$ cat src/rtl/fifo_mem.sv
// fifo_mem: DSIZE x 2**ASIZE register array.
// Synchronous write, asynchronous read; contents are never reset.
module fifo_mem #(
   parameter int DSIZE = 8,
   parameter int ASIZE = 4
) (
   input  logic             clk,
   input  logic             we,
   input  logic [ASIZE-1:0] waddr,
   input  logic [DSIZE-1:0] wdata,
   input  logic [ASIZE-1:0] raddr,
   output logic [DSIZE-1:0] rdata
);

   localparam int DEPTH = 2**ASIZE;

   logic [DSIZE-1:0] mem [DEPTH];

   // store the write word at the write address on an accepted write
   always_ff @(posedge clk) begin
      if (we) mem[waddr] <= wdata;
   end

   assign rdata = mem[raddr];

endmodule

$ cat src/rtl/sync_fifo_fwft.sv
// sync_fifo_fwft: single-clock FIFO with optional first-word-fall-through,
// occupancy count, almost-full/empty thresholds and sticky error flags.
module sync_fifo_fwft #(
   parameter int DSIZE    = 8,
   parameter int ASIZE    = 4,
   parameter int FWFT     = 0,
   parameter int AF_LEVEL = 2**ASIZE-2,
   parameter int AE_LEVEL = 2
) (
   input  logic             clk,
   input  logic             rst,
   input  logic             winc,
   input  logic [DSIZE-1:0] wdata,
   output logic             wfull,
   output logic             walmost_full,
   input  logic             rinc,
   output logic [DSIZE-1:0] rdata,
   output logic             rempty,
   output logic             ralmost_empty,
   output logic [ASIZE:0]   count,
   output logic             overflow,
   output logic             underflow,
   input  logic             clr_err
);

   localparam int DEPTH = 2**ASIZE;
   localparam logic [ASIZE:0] FULL_CNT = (ASIZE+1)'(DEPTH);
   localparam logic [ASIZE:0] AF_CNT   = (ASIZE+1)'(AF_LEVEL);
   localparam logic [ASIZE:0] AE_CNT   = (ASIZE+1)'(AE_LEVEL);

   if (AF_LEVEL < 1 || AF_LEVEL > DEPTH) begin : g_bad_af
      $error("sync_fifo_fwft: AF_LEVEL out of range 1..DEPTH");
   end
   if (AE_LEVEL < 0 || AE_LEVEL > DEPTH-1) begin : g_bad_ae
      $error("sync_fifo_fwft: AE_LEVEL out of range 0..DEPTH-1");
   end

   logic [ASIZE:0]   wptr;
   logic [ASIZE:0]   rptr;
   logic             we;
   logic             re;
   logic [DSIZE-1:0] mem_rdata;

   assign count         = wptr - rptr;
   assign wfull         = (count == FULL_CNT);
   assign rempty        = (count == '0);
   assign walmost_full  = (count >= AF_CNT);
   assign ralmost_empty = (count <= AE_CNT);

   // full blocks writes even when a read is accepted in the same cycle
   assign we = winc && !wfull;
   assign re = rinc && !rempty;

   // binary pointers, one extra bit so full and empty differ
   always_ff @(posedge clk or posedge rst) begin
      if (rst) begin
         wptr <= '0;
         rptr <= '0;
      end else begin
         if (we) wptr <= wptr + 1'b1;
         if (re) rptr <= rptr + 1'b1;
      end
   end

   // sticky error flags; a new error event wins over clr_err
   always_ff @(posedge clk or posedge rst) begin
      if (rst) begin
         overflow  <= 1'b0;
         underflow <= 1'b0;
      end else begin
         if (winc && wfull)      overflow <= 1'b1;
         else if (clr_err)       overflow <= 1'b0;
         if (rinc && rempty)     underflow <= 1'b1;
         else if (clr_err)       underflow <= 1'b0;
      end
   end

   fifo_mem #(
      .DSIZE(DSIZE),
      .ASIZE(ASIZE)
   ) u_mem (
      .clk  (clk),
      .we   (we),
      .waddr(wptr[ASIZE-1:0]),
      .wdata(wdata),
      .raddr(rptr[ASIZE-1:0]),
      .rdata(mem_rdata)
   );

   if (FWFT != 0) begin : g_fwft
      assign rdata = mem_rdata;
   end else begin : g_std
      logic [DSIZE-1:0] rdata_q;

      // load head word on an accepted read, hold otherwise
      always_ff @(posedge clk or posedge rst) begin
         if (rst)     rdata_q <= '0;
         else if (re) rdata_q <= mem_rdata;
      end

      assign rdata = rdata_q;
   end

endmodule

$ cat config.mk
export PLATFORM = sky130hd
export DESIGN_NAME = sync_fifo_fwft
export DESIGN_NICKNAME = d
export VERILOG_FILES = /design/src/rtl/fifo_mem.sv /design/src/rtl/sync_fifo_fwft.sv
export SDC_FILE = /design/constraint.sdc
export NUM_CORES = 1
export LEC_CHECK = 0
export ABC_AREA = 1
export CORE_ASPECT_RATIO = 1.2
export CORE_MARGIN = 2
export CORE_UTILIZATION = 40
export DETAILED_ROUTE_END_ITERATION = 16
export DONT_BUFFER_PORTS = 1
export HOLD_SLACK_MARGIN = 0.06
export PLACE_DENSITY_LB_ADDON = 0.05
export SYNTH_ARGS = -nofsm -noshare
export SYNTH_HDL_FRONTEND = slang
export SYNTH_HIERARCHICAL = 1
export SYNTH_SLANG_ARGS = --single-unit
$ cat constraint.sdc
create_clock -name clk -period 3.3 [get_ports clk]
set_clock_uncertainty 0.1 [all_clocks]
set_input_delay 0.495 -clock clk [delete_from_list [all_inputs] [get_ports clk]]
set_output_delay 0.495 -clock clk [all_outputs]
set_load 0.1 [all_outputs]
---- After elaboration in Yosys (flattened, before gate mapping) ----
Memory sizes are Yosys's and may differ from the RTL's. A register that Yosys moved wholly into a read port is not among the register bits.
Index checks and enable logic that the tools add are counted.
operators by class
  add/subtract/negate cells ............... 3
  order comparisons ....................... 2
  equality and inequality tests ........... 1
  muxes and demuxes ....................... 5
  reduce and logical (&&, ||, !) cells .... 9
operator list
  cell                                                                                 count
  5-bit by 1-bit adder with 5-bit output, second input constant                        2
  5-bit == test, second input constant                                                 1
  5-bit by 4-bit greater-or-equal comparator with 1-bit output, second input constant  1
  5-bit by 2-bit <= comparator with 1-bit output, second input constant                1
  5-bit zero test                                                                      1
  1-bit two-way mux                                                                    5
  5-bit subtractor                                                                     1
  1-bit logical AND                                                                    4
  2-bit nonzero test                                                                   2
  1-bit zero test                                                                      2
word-level totals
  register bits after elaboration ......... 12
  bits in writable memories ............... 128
  memories ................................ 1
memories
  name       words  bits a word  rd ports  clocked after Yosys merged registers in  write ports  RTL line        source
  u_mem.mem  16     8            1         1                                        1            fifo_mem.sv:17  logic [DSIZE-1:0] mem [DEPTH];

---- Depth between registers and ports, before layout ----
Gate-level depths: netlist of the first run.
  depth after elaboration ................. 6
  mapped depth ............................ 13

---- Hierarchy ----
The synthesis of the first run kept the hierarchy.
by module, submodules not included
  module          times used  cells each  area each (µm²)  seq. area each (µm²)
  fifo_mem        1           543         5,606.6          3,843.7
  sync_fifo_fwft  1           148         1,222.4          500.5

---- Worst setup path after synthesis of the first run ----
No wires, ideal clock.
  path kind ............................... reg2out
  start ................................... register wptr[0]
  end ..................................... output port walmost_full
  arrival ................................. 4.295 ns
  data required time ...................... 2.705 ns
  slack ................................... -1.590 ns
  cell stages (with the launch flop) ...... 7
  path through ............................ dfrtp_1 -> inv_1 -> ha_1 -> inv_1 -> fa_1 -> inv_1 -> o31ai_1
between the ends
  longest elaborated chain between the ends .. 2
ends and longest elaborated chain
  item                                                          RTL line              source
  start: declaration                                            sync_fifo_fwft.sv:38  logic [ASIZE:0] wptr;
  start signal: assignment                                      sync_fifo_fwft.sv:60  if (we) wptr <= wptr + 1'b1;
  5-bit subtractor                                              sync_fifo_fwft.sv:44  assign count = wptr - rptr;
  net count[1]                                                  sync_fifo_fwft.sv:20  output logic [ASIZE:0] count,
  5-bit by 4-bit greater-or-equal comparator with 1-bit output  sync_fifo_fwft.sv:47  assign walmost_full = (count >= AF_CNT);
  end: declaration                                              sync_fifo_fwft.sv:15  output logic walmost_full,
The timed path passes the listed nets, and every way through them passes these cells.

---- Worst setup path in the final report of the first run ----
  start ................................... register wptr[0]
  end ..................................... output port wfull
between the ends
  longest elaborated chain between the ends .. 2
ends and longest elaborated chain
  item              RTL line              source
  5-bit subtractor  sync_fifo_fwft.sv:44
  5-bit == test     sync_fifo_fwft.sv:45  assign wfull = (count == FULL_CNT);
  end: declaration  sync_fifo_fwft.sv:14  output logic wfull,
No other way between the ends.

==> results.yml, run 1 <==
detailed_routing:
  dr.pass1.iters: 5
  drc: 0
  ant_nets: 0
  viasPerCell: 4.88
  drtIter0Drc: 342
  drt-total-wl_um: 17300
  wire_per_inst_um: 18.0
  vias: 4686
sta:
  fmax_ghz: 0.321
  rsz0062_at_grt: "false"
  setup_viol: 0
  fin_hold_ws_ns: 0.0748
  worst_pin_slew_ns: 0.930
  fin_crit_sh: 0.944
  maxSlewHeadroom: 0.380
  hold_viol: 0
  fin_crit_ns: 3.12
  timing.setup.tns_ns: 0
  report.final.slew_viol_count: 0
status:
  status: "finished clean"
worst_setup_path:
  worstPathRequired_ns: 2.70
  worstSetupPathType: "flop to output port"
  slowest_stage: "dfrtp_2"
  crit_family: "buffers and inverters"
  path_common_cell: "inv_1"
  r2r_start: "wptr[0]"
  cp_max_fo: 8
  cp-end-kind: "output port"
  cp-startpoint: "wptr[0]"
  slowest_delay_ns: 0.44
  cp.arrival_ns: 2.52
  crit_chain: "inv_1 > ha_1 > inv_1 > fa_2 > xnor2_2 > inv_2 > nor2_4 > nand3_4 > inv_1 > buf_12"
  worst_setup_path_start_kind: "flop"
  cp_num_buf_inv: 5
final_layout:
  fill_cells: 1590
  drive_above_1_share: 0.118
  area_growth_pct: 17.4
  final_cell_mix: "nand2_1 (211), edfxtp_1 (128), nand3_1 (124), inv_1 (119), buf_4 (28)"
  fin_nets: 751
  final_common_cell: "nand2_1"
  fin_cells: 961
die:
  num_rows: 52
  initial_core_util: 0.407
  pin_count: 32
  core_um2: 16800
  die-area_um2: 18100
  die_w_um: 123
  die_h_um: 147
logic_synthesis:
  syn_nets: 711
  ys_seq_area_frac: 0.636
  synth_area_leader_cell: "edfxtp_1"
  synthCells: 691
  synth_top_cell_area_share: 0.563
  synth_area_um2: 6830
  ys_types: 29
  synth_warnings: 6
  ys_ff_latch: 148
  ys_top_cells_by_area: "edfxtp_1 (56%), nand2_1 (12%), nand3_1 (9.1%), dfrtp_1 (7.3%), inv_1 (6.6%)"
  synth.avg_cell_area_um2: 9.88
clocking:
  clockBufferDepth: 2
  htree_levels: 4
  clkLatencyLatePin_ns: 0.43
  cts_buffers: 17
  cts-root-buf: "clkbuf_16"
  cts.clk_slew.worst_paths_ns: 0.06
  cts_tree: "done"
  cts.sinks: 148
placement:
  numPlacedInstances: 911
  dp_hpwl_um: 10800
  io_buffers: 0
  place.gp.congestion: 0.820
global_routing:
  gr-total-overflow: 0
  grt_pass1_wl_um: 26600
  antenna_found_initial: 2
  grtUsageTotal: 0.205
  grt_pass1_vias: 4682
  grt_start_max_net_pins: 70
job:
  drv_cap: 0
worst_hold_path:
  hp-class: "input port to flop"
  hold_start: "clr_err"
[worst register-to-register path, cell delays in order, from the launching register on]
cell and delay [ns]:
dfrtp_2 0.44, inv_1 0.10, ha_1 0.14, inv_1 0.06, fa_2 0.53, inv_1 0.08
nand2_1 0.11, nor2_4 0.07, nand3_4 0.13, nand2_2 0.11, inv_1 0.13, nand3_1 0.19
nor2_1 0.31, buf_4 0.22
[final timing paths]
check                                   end  slack [ns]  cells past startpoint
max reg2reg                u_mem/mem[13][2]        0.30                     13
min                                overflow        0.07                      1
max in group asynchronous           rptr[0]        1.99                      2
min reg2reg                         wptr[4]        0.42                      2
min in group asynchronous          overflow        0.57                      2
max                                   wfull        0.18                     10
[logic make-up after synthesis]
group | count (synthesis) | share of synthesized area
compound gates | 6 | 0.00513
xor+xnor | 7 | 0.0101
fa+ha+maj | 7 | 0.0139
buf+inv | 150 | 0.0966
flops | 148 | 0.636
simple gates | 373 | 0.238
[stage by stage]
step	cell area (µm²)	setup WS [ns]	utilization
after detailed placement	7220	0.285	0.430
after global placement	7220	0.326	0.430
after global routing	8020	0.0173	0.477
after CTS	7990	0.0210	0.476
final	8020	0.183	0.478
after floorplan	6860	0.0126	-
[per-layer routing]
metal  track usage  share of wire
met2         0.331           0.49
met3        0.0349          0.043
met1         0.270           0.44
met4        0.0852          0.030
met5             0              0
[state kept, by name (all words and copies together), names as in the netlist]
| signal | flops |
|---|---|
| underflow | 1 |
| u_mem/mem | 128 |
| rdata | 8 |
| wptr | 5 |
| overflow | 1 |
| rptr | 5 |
[cell usage after synthesis]
master and n:
nor2_2 1, o22ai_1 2, o31ai_1 1, buf_12 1, inv_2 3, nor3_1 1
nand2_4 1, xnor2_1 1, clkbuf_1 1, buf_2 13, dfrtp_1 20, buf_1 1
nand2_1 212, nand2_2 13, nand3_2 1, a21oi_1 2, xnor2_2 1, nand3b_1 2
nor2_1 17, nand3_4 1, fa_1 1, inv_1 120, ha_1 6, buf_4 5
o21ai_0 1, xor2_1 5, buf_6 6, edfxtp_1 128, nand3_1 124
[repair_timing]
| item | in CTS | in global routing |
|---|---|---|
| hold buffers | 16 | 0 |
| setup buffers | 0 | 1 |
| setup endpoints to repair | 0 | 2 |
| resized for setup | 0 | 3 |
| endpoints found under the hold margin | 136 | 0 |
[final cells by class]
cell class / instances / area [µm²] / share of cell area
Sequential cell: 148 / 4350 / 0.542
Multi-Input combinational cell: 393 / 1870 / 0.233
Inverter: 123 / 465 / 0.0581
Timing Repair Buffer: 48 / 450 / 0.0562
Clock buffer: 19 / 433 / 0.0540
Tap cell: 216 / 270 / 0.0337
Clock inverter: 13 / 181 / 0.0226
Antenna cell: 1 / 2.50 / 0.000312
Power of run 1 is left out: the tool's default activity adds up to more than one toggle a clock period on the data nets, which glitch-free logic cannot reach.
==> inputs of run 2 (changes only) <==
- CORE_UTILIZATION: 40 -> 55
- PLACE_DENSITY: default -> 0.7
- PLACE_DENSITY_LB_ADDON: 0.05 -> default
==> run 2 against run 1 <==
Critical path depth rose by 1. Setup slack got worse by 0.045 ns. Clock-buffer cell count did not move. Final area fell by 0.61%. First-iteration DRC count rose by 50%. Final cell count fell by 5.7%. Wire length fell by 4.6%. Global-route usage rose by 4.6 points. Fmax fell by 1.4%. Register-to-register slack got worse by 0.03 ns. Sequential cell count did not move. Die area fell by 27%. Largest cell class unchanged.
==> results.yml, run 2 (same netlist as run 1, synthesis figures left out) <==
status:
  status: "finished clean"
worst_setup_path:
  slowest_stage: "fa_2"
  cp-end-kind: "output port"
  cp.depth: 11
  slowest_delay_ns: 0.44
  worst_setup_path_start_kind: "flop"
  path_common_cell: "inv_1"
  cp_max_fo: 7
  cp_num_buf_inv: 6
  worstPathRequired_ns: 2.70
  reg2regPathDepth: 12
  crit_family: "buffers and inverters"
  cp.arrival_ns: 2.57
  worstSetupPathType: "flop to output port"
  crit_chain: "inv_1 > ha_1 > inv_1 > fa_2 > inv_1 > nand2_1 > nor2_4 > nand3_2 > buf_4 > inv_1 > buf_12"
detailed_routing:
  wl_met1_um: 6450
  vias: 4858
  drtIter0Drc: 514
  drc: 0
  wire_per_inst_um: 18.2
  drt-total-wl_um: 16500
  routed.top_layer: "met4"
  wl_met2_um: 8240
  routed-wl-met3_um: 1140
  dr.pass1.iters: 5
  ant_nets: 0
  viasPerCell: 5.36
sta:
  worst_pin_slew_ns: 0.941
  fin_hold_ws_ns: 0.0739
  hold_viol: 0
  report.final.slew_viol_count: 0
  setup_viol: 0
  rsz0062_at_grt: "false"
  fin_crit_ns: 3.16
  fin_crit_sh: 0.958
  fmax_ghz: 0.316
  timing.setup.tns_ns: 0
  maxSlewHeadroom: 0.373
worst_hold_path:
  hold_depth: 0
  hp-class: "input port to flop"
clocking:
  clkLatencyLatePin_ns: 0.42
  cts-root-buf: "clkbuf_16"
  clockBufferDepth: 2
  cts.sinks: 148
  cts.clk_slew.worst_paths_ns: 0.06
  cts_tree: "done"
  cts_buffers: 17
  htree_levels: 4
final_layout:
  area_growth_pct: 16.7
  diodes: 0
  fill_cells: 932
  final_cell_mix: "nand2_1 (211), edfxtp_1 (128), nand3_1 (124), inv_1 (119), buf_4 (24)"
  largest_reg_flops: 128
  seq_area_um2: 4350
  top_register: "u_mem/mem"
  drive_above_1_share: 0.114
  multi_input_area_um2: 1860
  fin_nets: 753
  final_common_cell: "nand2_1"
die:
  die_h_um: 126
  die_w_um: 106
  die-area_um2: 13300
  core_um2: 12100
  pin_count: 32
  initial_core_util: 0.564
  num_rows: 44
placement:
  io_buffers: 0
  place.gp.congestion: 0.896
  dp_hpwl_um: 9660
job:
  drv_cap: 0
global_routing:
  grtUsageTotal: 0.251
  grt_pass1_wl_um: 24900
  grt_start_max_net_pins: 70
  antenna_found_initial: 0
  grt_pass1_vias: 4582
  gr-total-overflow: 0
[run 2: changes by cell type in the layout (fill, tap and decap cells not counted), sizes merged]
cell | previous run | this run
inv | 124 | 123
clkinv | 4 | 6
clkinvlp | 4 | 2
buf | 32 | 28
diode | 1 | 0
dlygate4sd3 | 16 | 22
[run 2: layout make-up]
cell class	count	area share
clock buffer	19	0.0543
clock inverter	12	0.0228
inverter	123	0.0584
multi-input combinational	393	0.233
sequential	148	0.545
tap	161	0.0253
timing repair buffer	50	0.0603
[run 2: worst reg2reg max path: cells and delay by family (launching register included)]
kind                       cells  cell delay, ns
and+or+nand+nor                6            1.09
DFF                            1            0.44
buffers and inverters          4            0.36
adders and majority gates      2            0.67
[run 2: final timing paths]
path / to / slack, ns / start
max reg2reg: u_mem/mem[8][4] / 0.27 / wptr[0]
max: wfull / 0.14 / wptr[0]
min reg2reg: rptr[4] / 0.44 / rptr[4]
min in group asynchronous: overflow / 0.56 / rst
min: u_mem/mem[3][0] / 0.07 / wdata[0]
max in group asynchronous: wptr[0] / 1.99 / rst
[run 2: per-stage QoR]
stage	utilization	setup WS, ns	cell area (µm²)	cells
CTS	0.649	0.0251	7870	895
floorplan	-	0.0126	6860	691
global route	0.658	0.0168	7970	906
finish	0.658	0.138	7970	906
global placement	0.585	0.371	7090	848
detailed placement	0.585	0.287	7090	848
[run 2: what timing repair did]
item,CTS,global route
hold buffers,16,6
endpoints found under the setup margin,0,2
buffers inserted,0,5
endpoints found under the hold margin,59,6
gates resized for setup,0,2
[run 2: per-layer routing]
layer  vias up  track usage
met4         0        0.125
li1       2301            -
met3        43       0.0466
met5         -            0
met1      2304        0.314
met2       210        0.419
Power of run 2 is left out for the same reason.
